### src/rtl/mem_branch_resolver.sv
// MEM-stage branch resolver with a saturating-counter branch history table and registered redirect.
// Optional per-event statistics counters are compiled in when BRANCH_STATS_EN is defined.
module mem_branch_resolver #(
   parameter int XLEN        = 32,
   parameter int BHT_ENTRIES = 64,
   parameter int CNT_BITS    = 2
) (
   input  logic            clk,
   input  logic            rst_n,
   input  logic            mem_valid,
   input  logic            mem_jump,
   input  logic            mem_branch,
   input  logic [2:0]      mem_cond,
   input  logic            alu_zero,
   input  logic            alu_lt,
   input  logic            alu_ltu,
   input  logic [XLEN-1:0] mem_pc,
   input  logic [XLEN-1:0] mem_target,
   input  logic            mem_pred_taken,
   input  logic [XLEN-1:0] if_pc,
`ifdef BRANCH_STATS_EN
   output logic [31:0]     stat_branches,
   output logic [31:0]     stat_mispredicts,
   output logic [31:0]     stat_jumps,
`endif
   output logic            if_pred_taken,
   output logic            redirect,
   output logic [XLEN-1:0] redirect_pc
);

   localparam int IDX_W = $clog2(BHT_ENTRIES);
   localparam logic [CNT_BITS-1:0] CNT_INIT = CNT_BITS'((1 << (CNT_BITS - 1)) - 1);
   localparam logic [CNT_BITS-1:0] CNT_MAX  = '1;

   logic [CNT_BITS-1:0] r_bht [BHT_ENTRIES];
   logic                r_redirect;
   logic [XLEN-1:0]     r_redirect_pc;

   logic [IDX_W-1:0]    w_if_idx;
   logic [IDX_W-1:0]    w_mem_idx;
   logic                w_cond_taken;
   logic                w_taken;
   logic                w_resolved;
   logic                w_mispredict;
   logic                w_train;
   logic [CNT_BITS-1:0] w_cnt_cur;
   logic [CNT_BITS-1:0] w_cnt_next;
   logic                w_if_pc_unused;

   assign w_if_idx       = if_pc[IDX_W+1:2];
   assign w_mem_idx      = mem_pc[IDX_W+1:2];
   assign w_if_pc_unused = ^{if_pc[XLEN-1:IDX_W+2], if_pc[1:0]};

   always_comb begin
      w_cond_taken = 1'b0;
      case (mem_cond)
         3'd0:    w_cond_taken = alu_zero;
         3'd1:    w_cond_taken = ~alu_zero;
         3'd4:    w_cond_taken = alu_lt;
         3'd5:    w_cond_taken = ~alu_lt;
         3'd6:    w_cond_taken = alu_ltu;
         3'd7:    w_cond_taken = ~alu_ltu;
         default: w_cond_taken = 1'b0;
      endcase
   end

   assign w_taken      = mem_jump | w_cond_taken;
   assign w_resolved   = mem_valid & (mem_jump | mem_branch);
   assign w_mispredict = w_resolved & (w_taken != mem_pred_taken);
   assign w_train      = mem_valid & mem_branch & ~mem_jump;

   assign w_cnt_cur = r_bht[w_mem_idx];

   always_comb begin
      w_cnt_next = w_cnt_cur;
      if (w_taken) begin
         if (w_cnt_cur != CNT_MAX) w_cnt_next = w_cnt_cur + 1'b1;
      end else begin
         if (w_cnt_cur != '0) w_cnt_next = w_cnt_cur - 1'b1;
      end
   end

   // Lookup reads the stored value only; a same-cycle update is visible next cycle.
   assign if_pred_taken = r_bht[w_if_idx][CNT_BITS-1];

   always_ff @(posedge clk or negedge rst_n) begin
      if (!rst_n) begin
         for (int i = 0; i < BHT_ENTRIES; i++) r_bht[i] <= CNT_INIT;
      end else if (w_train) begin
         r_bht[w_mem_idx] <= w_cnt_next;
      end
   end

   always_ff @(posedge clk or negedge rst_n) begin
      if (!rst_n) begin
         r_redirect    <= 1'b0;
         r_redirect_pc <= '0;
      end else begin
         r_redirect <= w_mispredict;
         if (w_mispredict) r_redirect_pc <= w_taken ? mem_target : mem_pc + XLEN'(4);
      end
   end

   assign redirect    = r_redirect;
   assign redirect_pc = r_redirect_pc;

`ifdef BRANCH_STATS_EN
   logic [31:0] r_stat_branches;
   logic [31:0] r_stat_mispredicts;
   logic [31:0] r_stat_jumps;

   always_ff @(posedge clk or negedge rst_n) begin
      if (!rst_n) begin
         r_stat_branches    <= '0;
         r_stat_mispredicts <= '0;
         r_stat_jumps       <= '0;
      end else begin
         if (w_train)                r_stat_branches    <= r_stat_branches + 32'd1;
         if (w_mispredict)           r_stat_mispredicts <= r_stat_mispredicts + 32'd1;
         if (mem_valid && mem_jump)  r_stat_jumps       <= r_stat_jumps + 32'd1;
      end
   end

   assign stat_branches    = r_stat_branches;
   assign stat_mispredicts = r_stat_mispredicts;
   assign stat_jumps       = r_stat_jumps;
`endif

endmodule

### config.mk
export PLATFORM = sky130hd
export DESIGN_NAME = mem_branch_resolver
export DESIGN_NICKNAME = d
export VERILOG_FILES = /design/src/rtl/mem_branch_resolver.sv
export SDC_FILE = /design/constraint.sdc
export NUM_CORES = 1
export LEC_CHECK = 0
export ABC_AREA = 1
export CAP_MARGIN = 20
export CELL_PAD_IN_SITES_DETAIL_PLACEMENT = 2
export CELL_PAD_IN_SITES_GLOBAL_PLACEMENT = 2
export CORE_ASPECT_RATIO = 1.4
export CORE_MARGIN = 3
export CORE_UTILIZATION = 33
export CTS_CLUSTER_SIZE = 24
export DETAILED_ROUTE_END_ITERATION = 12
export PLACE_DENSITY = 0.95
export SETUP_SLACK_MARGIN = 0.15
export SLEW_MARGIN = 10
export SYNTH_ARGS = -nofsm -noshare
export SYNTH_HDL_FRONTEND = slang
export SYNTH_SLANG_ARGS = --single-unit
### constraint.sdc
create_clock -name clk -period 4.7 [get_ports clk]
set_clock_uncertainty 0.15 [all_clocks]
set_input_delay 1.41 -clock clk [delete_from_list [all_inputs] [get_ports clk]]
set_output_delay 1.41 -clock clk [all_outputs]
set_load 0.1 [all_outputs]
==> results.ini, run 1 <==
[sta]
max_freq_mhz = 220
final-hold-violation-count = 0
setup_viol = 0
finalSetupTns_ns = 0
tightest_slew_ns = 1.11
period_share_pct = 96.7
report.final.slew_viol_count = 0
rsz0062_at_grt = true
slew_headroom_pct = 25.7
finalCriticalPeriod_ns = 4.54

[power_and_ir_drop]
p_seq_share_pct = 36.2
p_int_mw = 2.71
switching_power_mw = 1.78
power_density_nw_per_um2 = 358
power.share.clock_pct = 33.4
pwr-share-comb_pct = 30.4
power_leakage_nw = 5.89
swShare_pct = 39.6
vdd_drop_max_uv = 222

[logic_synthesis]
synth_ff_type = dfrtp_1
syn_nets = 1665
synth.most_common_cell = nand2_1
ys_warn_count = 0
yosysTopAreaCellShare_pct = 24.8
yosysSeqAreaShare_pct = 40.5
ys_types = 33
synth.avg_cell_area_sq_um = 6.52
synth_area_leaders = nand2_1 25%, dfrtp_1 24%, dfstp_2 17%
ys_seq_elements = 161
synthTopCellsByCount = 672 x nand2_1, 163 x inv_1, 120 x nor2_1
synth_edf_count = 0
synth_top_cell_by_area = nand2_1
synthCells = 1556
synthArstFlopShare_pct = 100
netlist_area_sq_um = 10200

[floorplanning]
fp.dieW_um = 154
die-area_sq_um = 32900
std_cell_rows = 75
start_util_pct = 33.7
die_y_um = 214
io_pins = 142
core_sq_um = 30100

[clocking]
clkLatencyLatePin_ns = 0.48
cts_root_buf = clkbuf_16
cts_tree = done
clock_sink_count = 161
cts_hold_buf = 0
htreeDepth = 4
clkTransAtPathRegs_ns = 0.07
cts_buffer_depth = 2
numCtsBuffers = 17

[route]
ant_nets = 0
wl_um = 55500
routedWlPerCell_um = 26.9
drc = 0
num_vias = 11800
drt_first_pass_iters = 5
vias_per_cell = 5.72
drt_iter0_drc = 887

[finish]
nets = 1773
nFillCells = 3504
post-route-util_pct = 41.6
ff_latch_area_sq_um = 4110
area_growth_pct = 23.4
drive_above_1_share_pct = 10.4
multi_input_area_sq_um = 5080

[worst_setup_path]
path_delay_family = compound AO/OA/AOI/OAI gates
arrival_ns = 2.98
start_kind = input port
worstSetupPathType = input port to output port
crit_chain = buf_4 > buf_12 > a21oi_2 > o21ai_2 > o211ai_1 > o211ai_1 > nand3_1 > nand2_2 > o21ai_4 > buf_12
critPathSlowestCell = o211ai_1
critPathMaxFanout = 22
critical-path-max-stage-delay_ns = 0.20
critPathBufInv = 3
worstPathRequired_ns = 3.14
end_kind = output port

[run]
drv_cap = 0

[global_routing]
grt_usage_pct = 33.9
first_global_vias = 13700
grt_pass1_wl_um = 85000
grt_antenna_before_repair = 1
grt.overflow.total = 0
grt_start_max_net_pins = 89

[outcome]
status = complete, no violations

[worst_hold_path]
min_path_type = register to register

[place]
gp_congestion = 0.917
hpwl_um = 35300
portBuffers = 115

-- final cells by class --
type                    instances  area share (%)
diodes                          1          0.0200
clock buffers                  22            3.79
clock inverters                10           0.989
inverters                     171            5.12
multi-input cells            1156            40.5
flip-flops and latches        161            32.8
well taps                     385            3.84
repair buffers                157            12.9
-- cells by family (layout without fill, tap and decap cells) --
group	count (synthesis)	in the layout	synth area share, %
simple gates	1004	1004	40.3
buf+inv	239	360	9.98
flops	161	161	40.5
compound gates	133	133	7.54
xor+xnor	18	18	1.55
fa+ha+maj	1	1	0.123
other cells	0	1	0
-- sequential cells by signal, summed over array words and instances (netlist names) --
register,cells
r_bht,128
redirect,1
redirect_pc,32
-- stage by stage --
step | power [mW] | cell area [sq um] | instances | setup WS, ns | hold WS [ns]
final | 4.49 | 12500 | 2063 | 0.157 | 0.318
after global routing | 4.63 | 12500 | 2063 | 0.0865 | 0.347
after CTS | 4.49 | 12500 | 2057 | 0.162 | 0.322
after detailed placement | 2.95 | 11800 | 2024 | -0.190 | 0.308
after global placement | 2.87 | 11800 | 2024 | -0.0831 | 0.303
after floorplan | 2.45 | 10200 | 1556 | 0.152 | 0.297
-- routing by layer --
layer	global-route usage [%]	wire, um	part of all wire [%]
met5	0	0	0
met4	23.5	4250	7.6
met3	6.24	2860	5.2
met2	60.5	28200	51
met1	36.1	20200	36
-- worst paths after layout --
path	depth (start not counted)	endpoint	startpoint	slack, ns
setup / recovery	10	if_pred_taken	if_pc[2]	0.16
hold / removal	2	r_bht[54]	r_bht[54]	0.32
setup reg to reg	13	r_bht[90]	r_bht[35]	1.94
hold reg to reg	2	r_bht[54]	r_bht[54]	0.32
max in group asynchronous	2	redirect_pc[20]	rst_n	2.66
min in group asynchronous	1	r_bht[55]	rst_n	0.83
-- power groups by stage --
stage	logic (mW)	registers [mW]	clock network (mW)
finish	1.36	1.62	1.50
global route	1.43	1.63	1.58
CTS	1.35	1.62	1.52
detailed placement	1.31	1.64	0
global placement	1.25	1.62	0
floorplan	0.392	2.06	0
-- layout by cell type, fill, tap and decap left out, drive strengths merged, types with 2 or more instances in the layout --
master,instances
a21oi,21
buf,47
bufinv,2
clkbuf,22
clkdlybuf4s50,109
clkinv,4
clkinvlp,2
dfrtp,97
dfstp,64
inv,173
nand2,676
nand3,109
nand3b,3
nand4,6
nor2,125
nor3,67
nor4,2
o211ai,27
o21ai,72
o31ai,13
or2,15
xnor2,2
xor2,16
-- tightest hold or removal path, delay by kind of cell, from the launching register on --
kind / cells / cell delay, ns
DFF: 1 / 0.37
and+or+nand+nor: 2 / 0.10
-- what timing repair did --
item | 4_1_cts | 5_1_grt
gates resized for setup | 20 | 9
pin swaps | 7 | 7
endpoints found under the hold margin | 0 | 0
endpoints found under the setup margin | 1 | 2
cloned | 1 | 0
buffers inserted | 0 | 5
No activity file was read; power rests on OpenSTA's default activity.
==> run 2, diff against run 1 <==
--- a/config.mk
+++ b/config.mk
@@ -11,10 +11,10 @@
 export CELL_PAD_IN_SITES_GLOBAL_PLACEMENT = 2
 export CORE_ASPECT_RATIO = 1.4
 export CORE_MARGIN = 3
-export CORE_UTILIZATION = 33
+export CORE_UTILIZATION = 30
 export CTS_CLUSTER_SIZE = 24
 export DETAILED_ROUTE_END_ITERATION = 12
-export PLACE_DENSITY = 0.95
+export PLACE_DENSITY = 0.91
 export SETUP_SLACK_MARGIN = 0.15
 export SLEW_MARGIN = 10
 export SYNTH_ARGS = -nofsm -noshare
==> constraint.sdc (replaced) <==
create_clock -name clk -period 4.3 [get_ports clk]
set_clock_uncertainty 0.15 [all_clocks]
set_input_delay 1.29 -clock clk [delete_from_list [all_inputs] [get_ports clk]]
set_output_delay 1.29 -clock clk [all_outputs]
set_load 0.1 [all_outputs]
==> run 2 against run 1 <==
Clock power grew 12%; combinational power increased by 12%; total power rose by 11%; sequential share of layout area shrank 0.85 points; count of clock-buffer cells in the layout up 1; die area increased by 9.7%; worst setup slack lost 0.37 ns; the flow now finishes with violations (setup timing); global-route usage decreased by 3.6 points; critical path depth fell by 1.
==> results.ini, run 2 (same netlist as run 1, synthesis figures left out) <==
[floorplanning]
io_pins = 142
start_util_pct = 30.5
die-area_sq_um = 36100
core_sq_um = 33300
std_cell_rows = 79
die_y_um = 224
fp.dieW_um = 161

[sta]
report.final.slew_viol_count = 0
period_share_pct = 105
worst_slack_ns = -0.214
rsz0062_at_grt = true
setup_viol = 1
slew_headroom_pct = 32.2
hold_ws_ns = 0.325
finalCriticalPeriod_ns = 4.51
tightest_slew_ns = 1.01
max_freq_mhz = 222
final-hold-violation-count = 0

[worst_setup_path]
end_kind = output port
arrival_ns = 3.07
reg2reg_depth = 13
critPathMaxFanout = 7
worstPathRequired_ns = 2.86
start_kind = input port
worstSetupPathType = input port to output port

[global_routing]
grt.overflow.total = 0
grt_start_max_net_pins = 77
first_global_vias = 13600
grt_pass1_wl_um = 83600
grt_antenna_before_repair = 0
grt_usage_pct = 30.2

[route]
drt_first_pass_iters = 6
num_vias = 12000
ant_nets = 0
routedWlPerCell_um = 26.6
drc = 0
wl_um = 56800
drt_iter0_drc = 922
vias_per_cell = 5.62

[place]
gp_congestion = 0.846
portBuffers = 115
hpwl_um = 34000
place_ws_ns = -0.256

[finish]
post-route-util_pct = 38.6
final_cell_mix = 671 x nand2_1, 161 x inv_1, 117 x nor2_1, 108 x clkdlybuf4s50_1, 106 x nand3_1
nets = 1786
area_growth_pct = 26.7
largest_register = r_bht
layout_commonest_cell = nand2_1
drive_above_1_share_pct = 11.4
insertedDiodeCount = 0
largest_register_ffs = 128

[clocking]
clock_sink_count = 161
clkLatencyLatePin_ns = 0.48
cts_root_buf = clkbuf_16
numCtsBuffers = 17
cts_hold_buf = 0
htreeDepth = 4
cts_tree = done
cts_buffer_depth = 2
clkTransAtPathRegs_ns = 0.07

[power_and_ir_drop]
power_leakage_nw = 6.01
power_density_nw_per_um2 = 387
vdd_drop_max_uv = 298

[worst_hold_path]
min_path_type = register to register
whs_path_depth = 2

[outcome]
status = complete, but fails checks
violations = setup timing

[run]
drv_cap = 0

[run 2: final cells by class]
| type | instances | area, sq um |
|---|---|---|
| sequential | 161 | 4110 |
| tap | 445 | 557 |
| timing repair buffer | 170 | 1840 |
| clock inverter | 8 | 130 |
| clock buffer | 23 | 478 |
| multi-input combinational | 1156 | 5100 |
| fill | 3941 | 20500 |
| inverter | 171 | 647 |
[run 2: path summary, 6_finish.rpt]
| check | startpoint | end | slack [ns] |
|---|---|---|---|
| min reg2reg | r_bht[78] | r_bht[78] | 0.32 |
| max in group asynchronous | rst_n | redirect_pc[31] | 2.40 |
| min | r_bht[78] | r_bht[78] | 0.32 |
| max reg2reg | r_bht[35] | r_bht[57] | 1.59 |
| max | if_pc[2] | if_pred_taken | -0.21 |
| min in group asynchronous | rst_n | r_bht[113] | 0.63 |
[run 2: report_power, final]
part           switching (mW)  leakage [nW]  internal [mW]
Combinational            1.13          3.76          0.398
Sequential              0.102          1.96           1.68
Clock                   0.719         0.286          0.959
[run 2: what timing repair did]
| action | in CTS | in global routing |
|---|---|---|
| pin swaps | 9 | 13 |
| buffers inserted | 0 | 5 |
| gates resized for setup | 30 | 21 |
| endpoints found under the setup margin | 1 | 1 |
| cloned | 3 | 2 |
[run 2: stage by stage]
step | cell area (sq um) | cells | power [mW] | TNS (ns)
after global routing | 12900 | 2134 | 5.14 | -0.200
after floorplan | 10200 | 1556 | 2.68 | 0
final | 12900 | 2134 | 4.98 | -0.214
after detailed placement | 12000 | 2093 | 3.22 | -0.256
after CTS | 12700 | 2127 | 4.94 | 0
after global placement | 12000 | 2093 | 3.15 | -0.214
[run 2: critical path, cell delays in order]
cell,delay [ns]
buf_12,0.13
buf_12,0.14
o21ai_1,0.18
o21ai_1,0.08
o211ai_1,0.57
nand3_1,0.24
nand2_2,0.16
o21ai_4,0.10
buf_12,0.18
[run 2: routing by layer]
| layer | wire length (um) | vias up | share of wire (%) | global-route usage (%) |
|---|---|---|---|---|
| li1 | - | 5090 | - | - |
| met1 | 20700 | 6052 | 37 | 33.1 |
| met2 | 28400 | 593 | 50 | 54.0 |
| met3 | 3400 | 256 | 6.0 | 5.62 |
| met4 | 4280 | 0 | 7.5 | 18.2 |
| met5 | 0 | - | 0 | 0 |
==> run 3, diff against run 2 <==
--- a/config.mk
+++ b/config.mk
@@ -6,7 +6,6 @@
 export NUM_CORES = 1
 export LEC_CHECK = 0
 export ABC_AREA = 1
-export CAP_MARGIN = 20
 export CELL_PAD_IN_SITES_DETAIL_PLACEMENT = 2
 export CELL_PAD_IN_SITES_GLOBAL_PLACEMENT = 2
 export CORE_ASPECT_RATIO = 1.4
==> results of run 3 <==
Same layout as run 2: the final DEF is identical, and so are final timing and power.
==> patch 1: new RTL, settings of run 3 <==
The output `redirect` loses its register stage (`r_redirect` becomes a continuous assignment).
--- a/src/rtl/mem_branch_resolver.sv
+++ b/src/rtl/mem_branch_resolver.sv
@@ -94,11 +94,11 @@
    always_ff @(posedge clk or negedge rst_n) begin
       if (!rst_n) begin
-         r_redirect    <= 1'b0;
          r_redirect_pc <= '0;
       end else begin
-         r_redirect <= w_mispredict;
          if (w_mispredict) r_redirect_pc <= w_taken ? mem_target : mem_pc + XLEN'(4);
       end
    end
+
+   assign r_redirect = w_mispredict;
 
    assign redirect    = r_redirect;
Check against the original RTL: not equivalent (Yosys sat finds a counterexample within 4 cycles, from zero or initial values and one cycle with rst_n low).
==> patch 1 against run 3 <==
- synthesized area fell by 0.25%
- critical path depth stayed put
- maximum frequency rose by 5.8%
- synthesized cell count barely moved
- count of clock-buffer cells in the layout is 2 lower
- total power rose by 0.99%
- sequential cell count fell by 1
- cell area increased by 1.7%
- worst setup slack improved by 250 ps
- wire length is 1.9% higher
- combinational power rose by 3%
- sequential share of layout area fell by 0.73 points
- highest routed layer unchanged
==> patch 1: results (changes against run 3) <==
- Hold Crit Start: r_bht[76] (was r_bht[78])
- Fraction of area in non-clock buffers: 0.1567 (was 0.1428)
- Clk tree area frac: 0.04669 (was 0.04729)
- Adder-cell share of the synthesized area: 0.001236 (was 0.001233)
- Sequential cells: 160 (was 161)
- Worst slack at placement: -435.6 ps (was -256.0 ps)
- Post-layout nets: 1800 (was 1786)
- VDD IR max: 0.0003009 V (was 0.0002982 V)
- Synth Area in Compound Gates: 0.07562 (was 0.07543)
- Lkg Pwr: 6.117 nW (was 6.005 nW)
- Met3 routed WL: 3497 µm (was 3402 µm)
- Seq area share: 0.3123 (was 0.3195)
- Final Non-Filler Cells: 2150 (was 2134)
- # port buffers: 115 (unchanged)
- Fraction of area in multi-input gates: 0.3918 (was 0.3968)
- Flop2flop setup slack: 1660 ps (was 1590 ps)
- Resize count post-CTS: 49 (was 30)
- Capturing point of the worst reg2reg path: r_bht[113] (was r_bht[57])
- Initial antenna violation count: 1 (was 0)
- Commonest cells in the netlist: nand2_1 (672), inv_1 (163), nor2_1 (120), nand3_1 (109), dfrtp_1 (96) (was nand2_1 (672), inv_1 (163), nor2_1 (120), nand3_1 (109), dfrtp_1 (97))
- DPL Wire Length: 36870 µm (was 33970 µm)
- Max incr delay on CP: 240 ps (was 570 ps)
- Post-CTS Setup Bufs: 4 (was 0)
- Worst Tran Pin Value: 1040 ps (was 1013 ps)
- Pre-Repair DR Iteration Count: 5 (was 6)
- DR WL met2: 28890 µm (was 28360 µm)
- Reg2Reg Launch Point: r_bht[99] (was r_bht[35])
- Starting DRC count in detailed routing: 851 (was 922)
- Register area share after synthesis: 0.4033 (was 0.4048)
- Number of buffers outside the clock class in the layout: 185 (was 170)
- CLK BUF: 21 (was 23)
- Hold Path End: r_bht[76] (was r_bht[78])
- Largest net degree at the start of global routing: 68 (was 77)
- Post-synthesis cell count: 1555 (was 1556)
- Fin worst setup slack: 33.85 ps (was -213.7 ps)
- Number of placed cells counting well taps: 2106 (was 2093)
- Met3 Usage GRT: 0.06631 (was 0.05623)
- Post-Synth XOR/XNOR Area: 0.01557 (was 0.01553)
- Met2 usage: 0.5643 (was 0.5399)
- Total GRT Usage: 0.3178 (was 0.3022)
- Met1 WL: 20490 µm (was 20740 µm)
- Filler cell count: 3904 (was 3941)
- GPL Wtd Cong: 0.8627 (was 0.8456)
- Status: completed (was finished, violations left)
- M1 GR Usage: 0.3286 (was 0.3307)
- Number of vias per cell: 5.644 (was 5.619)
## patch 1: cell count changes after synthesis
cell     delta
dfrtp_1     -1
## patch 1: report_power, final
group | leakage (nW) | internal (mW) | total (mW) | switching (mW)
registers | 1.95 | 1.67 | 1.77 | 0.101
clock network | 0.295 | 0.925 | 1.69 | 0.760
logic | 3.87 | 0.429 | 1.58 | 1.15
total | 6.12 | 3.02 | 5.03 | 2.01
## patch 1: through the flow
| stage | TNS (ps) | power (mW) | hold WS, ps | area (µm²) |
|---|---|---|---|---|
| 2_1_floorplan | -8.149 | 2.672 | 296.5 | 10140 |
| 5_1_grt | 0 | 5.183 | 344.4 | 13080 |
| 3_5_place_dp | -589.1 | 3.271 | 310.2 | 12160 |
| 4_1_cts | 0 | 4.981 | 322.1 | 12950 |
| 6_report | 0 | 5.032 | 321.6 | 13080 |
| 3_3_place_gp | -434.7 | 3.178 | 303.6 | 12160 |
==> patch 2: new RTL, flow settings as in run 3 <==
Made on the original files. Build with the macro `BRANCH_STATS_EN` defined.
--- a/src/rtl/mem_branch_resolver.sv
+++ b/src/rtl/mem_branch_resolver.sv
@@ -1,4 +1,6 @@
 // MEM-stage branch resolver with a saturating-counter branch history table and registered redirect.
 // Optional per-event statistics counters are compiled in when BRANCH_STATS_EN is defined.
+`define BRANCH_STATS_EN
+
 module mem_branch_resolver #(
    parameter int XLEN        = 32,
Formal check against the unedited RTL (old outputs only; new: stat_branches, stat_jumps and stat_mispredicts): no difference found for any inputs over 4 cycles, from zero or initial values and one cycle with rst_n low; that may be too few to reach the edited logic, so the function may still have changed.
==> patch 2 against run 3 <==
- critical path depth is the same
- total power grew 73%
- hold slack lost 7.6 ps
- worst setup slack gained 370 ps
- wire length grew 28%
- via count grew 32%
- cell area grew 48%
- sequential cell count grew 96
- synthesized area grew 46%
- critical path type unchanged
- largest power group unchanged
==> patch 2: results (changes against run 3) <==
- Status: completed (was finished, violations left)
- Pre-Repair DR Iteration Count: 5 (was 6)
- P_seq: 2.95 mW (was 1.78 mW)
- Rows: 95 (was 79)
- Hold Crit Start: r_bht[88] (was r_bht[78])
- Starting DRC count in detailed routing: 826 (was 922)
- Commonest cells in the netlist: nand2_1 (811), inv_1 (228), dfrtp_1 (193), nor2_1 (185), nand3_1 (129) (was nand2_1 (672), inv_1 (163), nor2_1 (120), nand3_1 (109), dfrtp_1 (97))
- Synth area leaders: dfrtp_1 (33%), nand2_1 (21%), dfstp_2 (11%) (was nand2_1 (25%), dfrtp_1 (24%), dfstp_2 (17%))
- CLK BUF: 35 (was 23)
- Number of buffers outside the clock class in the layout: 261 (was 170)
- Reg2Reg Launch Point: r_bht[79] (was r_bht[35])
- DPL Wire Length: 49260 µm (was 33970 µm)
- Final period util: 0.9626 (was 1.050)
- CTS H-tree depth: 1 (was 4)
- # diodes: 6 (was 0)
- Capturing point of the worst reg2reg path: r_bht[102] (was r_bht[57])
- Sequential cells: 257 (was 161)
- Worst-case reg-to-reg path depth: 12 (was 13)
- Fraction of area in non-clock buffers: 0.1407 (was 0.1428)
- Number of global-route vias before repair: 18110 (was 13640)
- Worst slack at placement: -261.6 ps (was -256.0 ps)
- Comb pwr share: 0.325 (was 0.306)
- Adder-cell share of the synthesized area: 0.003382 (was 0.001233)
- Placed cell area: 0.01779 mm² (was 0.01200 mm²)
- Max-slew headroom: 0.3011 (was 0.3224)
- Netlist cell types: 36 (was 33)
- Register area share after synthesis: 0.4400 (was 0.4048)
- Total GRT Usage: 0.2702 (was 0.3022)
- Post-Synth XOR/XNOR Area: 0.06570 (was 0.01553)
- Seq area share: 0.3416 (was 0.3195)
- Layout area overhead: 28.81% (was 26.69%)
- Lkg Pwr: 9.074 nW (was 6.005 nW)
- Clock latency on the worst-skew pair: 600 ps (was 480 ps)
- Multi-input gates: 1533 (was 1156)
- Max incr delay on CP: 210 ps (was 570 ps)
- Reg clk slew, reported paths: 50 ps (was 70 ps)
- # port buffers: 211 (was 115)
- Critical path arrival: 2700 ps (was 3070 ps)
- PwrDens: 451.9 mW/mm² (was 387.4 mW/mm²)
- CP Launch Point: if_pc[3] (was if_pc[2])
- Fraction of area in multi-input gates: 0.3739 (was 0.3968)
- Share of cells above drive strength 1: 0.1065 (was 0.1137)
- Delay-heaviest family, CP: buffers and inverters (was compound AO/OA/AOI/OAI gates)
- Inverters, non-clock: 233 (was 171)
==> patch 2: cell types whose count changed in the layout (fill, tap and decap cells not counted), sizes merged, moves of 15 or more <==
cell	delta
clkdlybuf4s50	+57
inv	+62
xor2	+62
dfrtp	+96
buf	+32
xnor2	+31
nand4	+23
nand3	+21
nand2	+138
o21ai	+20
nor2	+65
clkbuf	+15
==> patch 2: layer usage <==
metal  wire length (µm)  global-route usage  vias to the layer above
li1                   -                   -                     6964
met1              26890              0.2936                     8119
met2              38830              0.5212                      521
met3               3101             0.02850                      180
met4               3757              0.1357                        0
met5                  0                   0                        -
==> patch 2: cells by family after synthesis <==
group	Yosys count
xor gates and xnor gates	111
buffers and inverters	303
DFF	257
AOI/OAI and AO/OA	150
adders and majority gates	4
and+or+nand+nor	1268
==> patch 2: timing repair <==
item,in CTS,in global routing
hold buffers,0,0
cloned,2,4
resized for setup,16,36
endpoints found under the setup margin,1,1
pin swaps,1,13
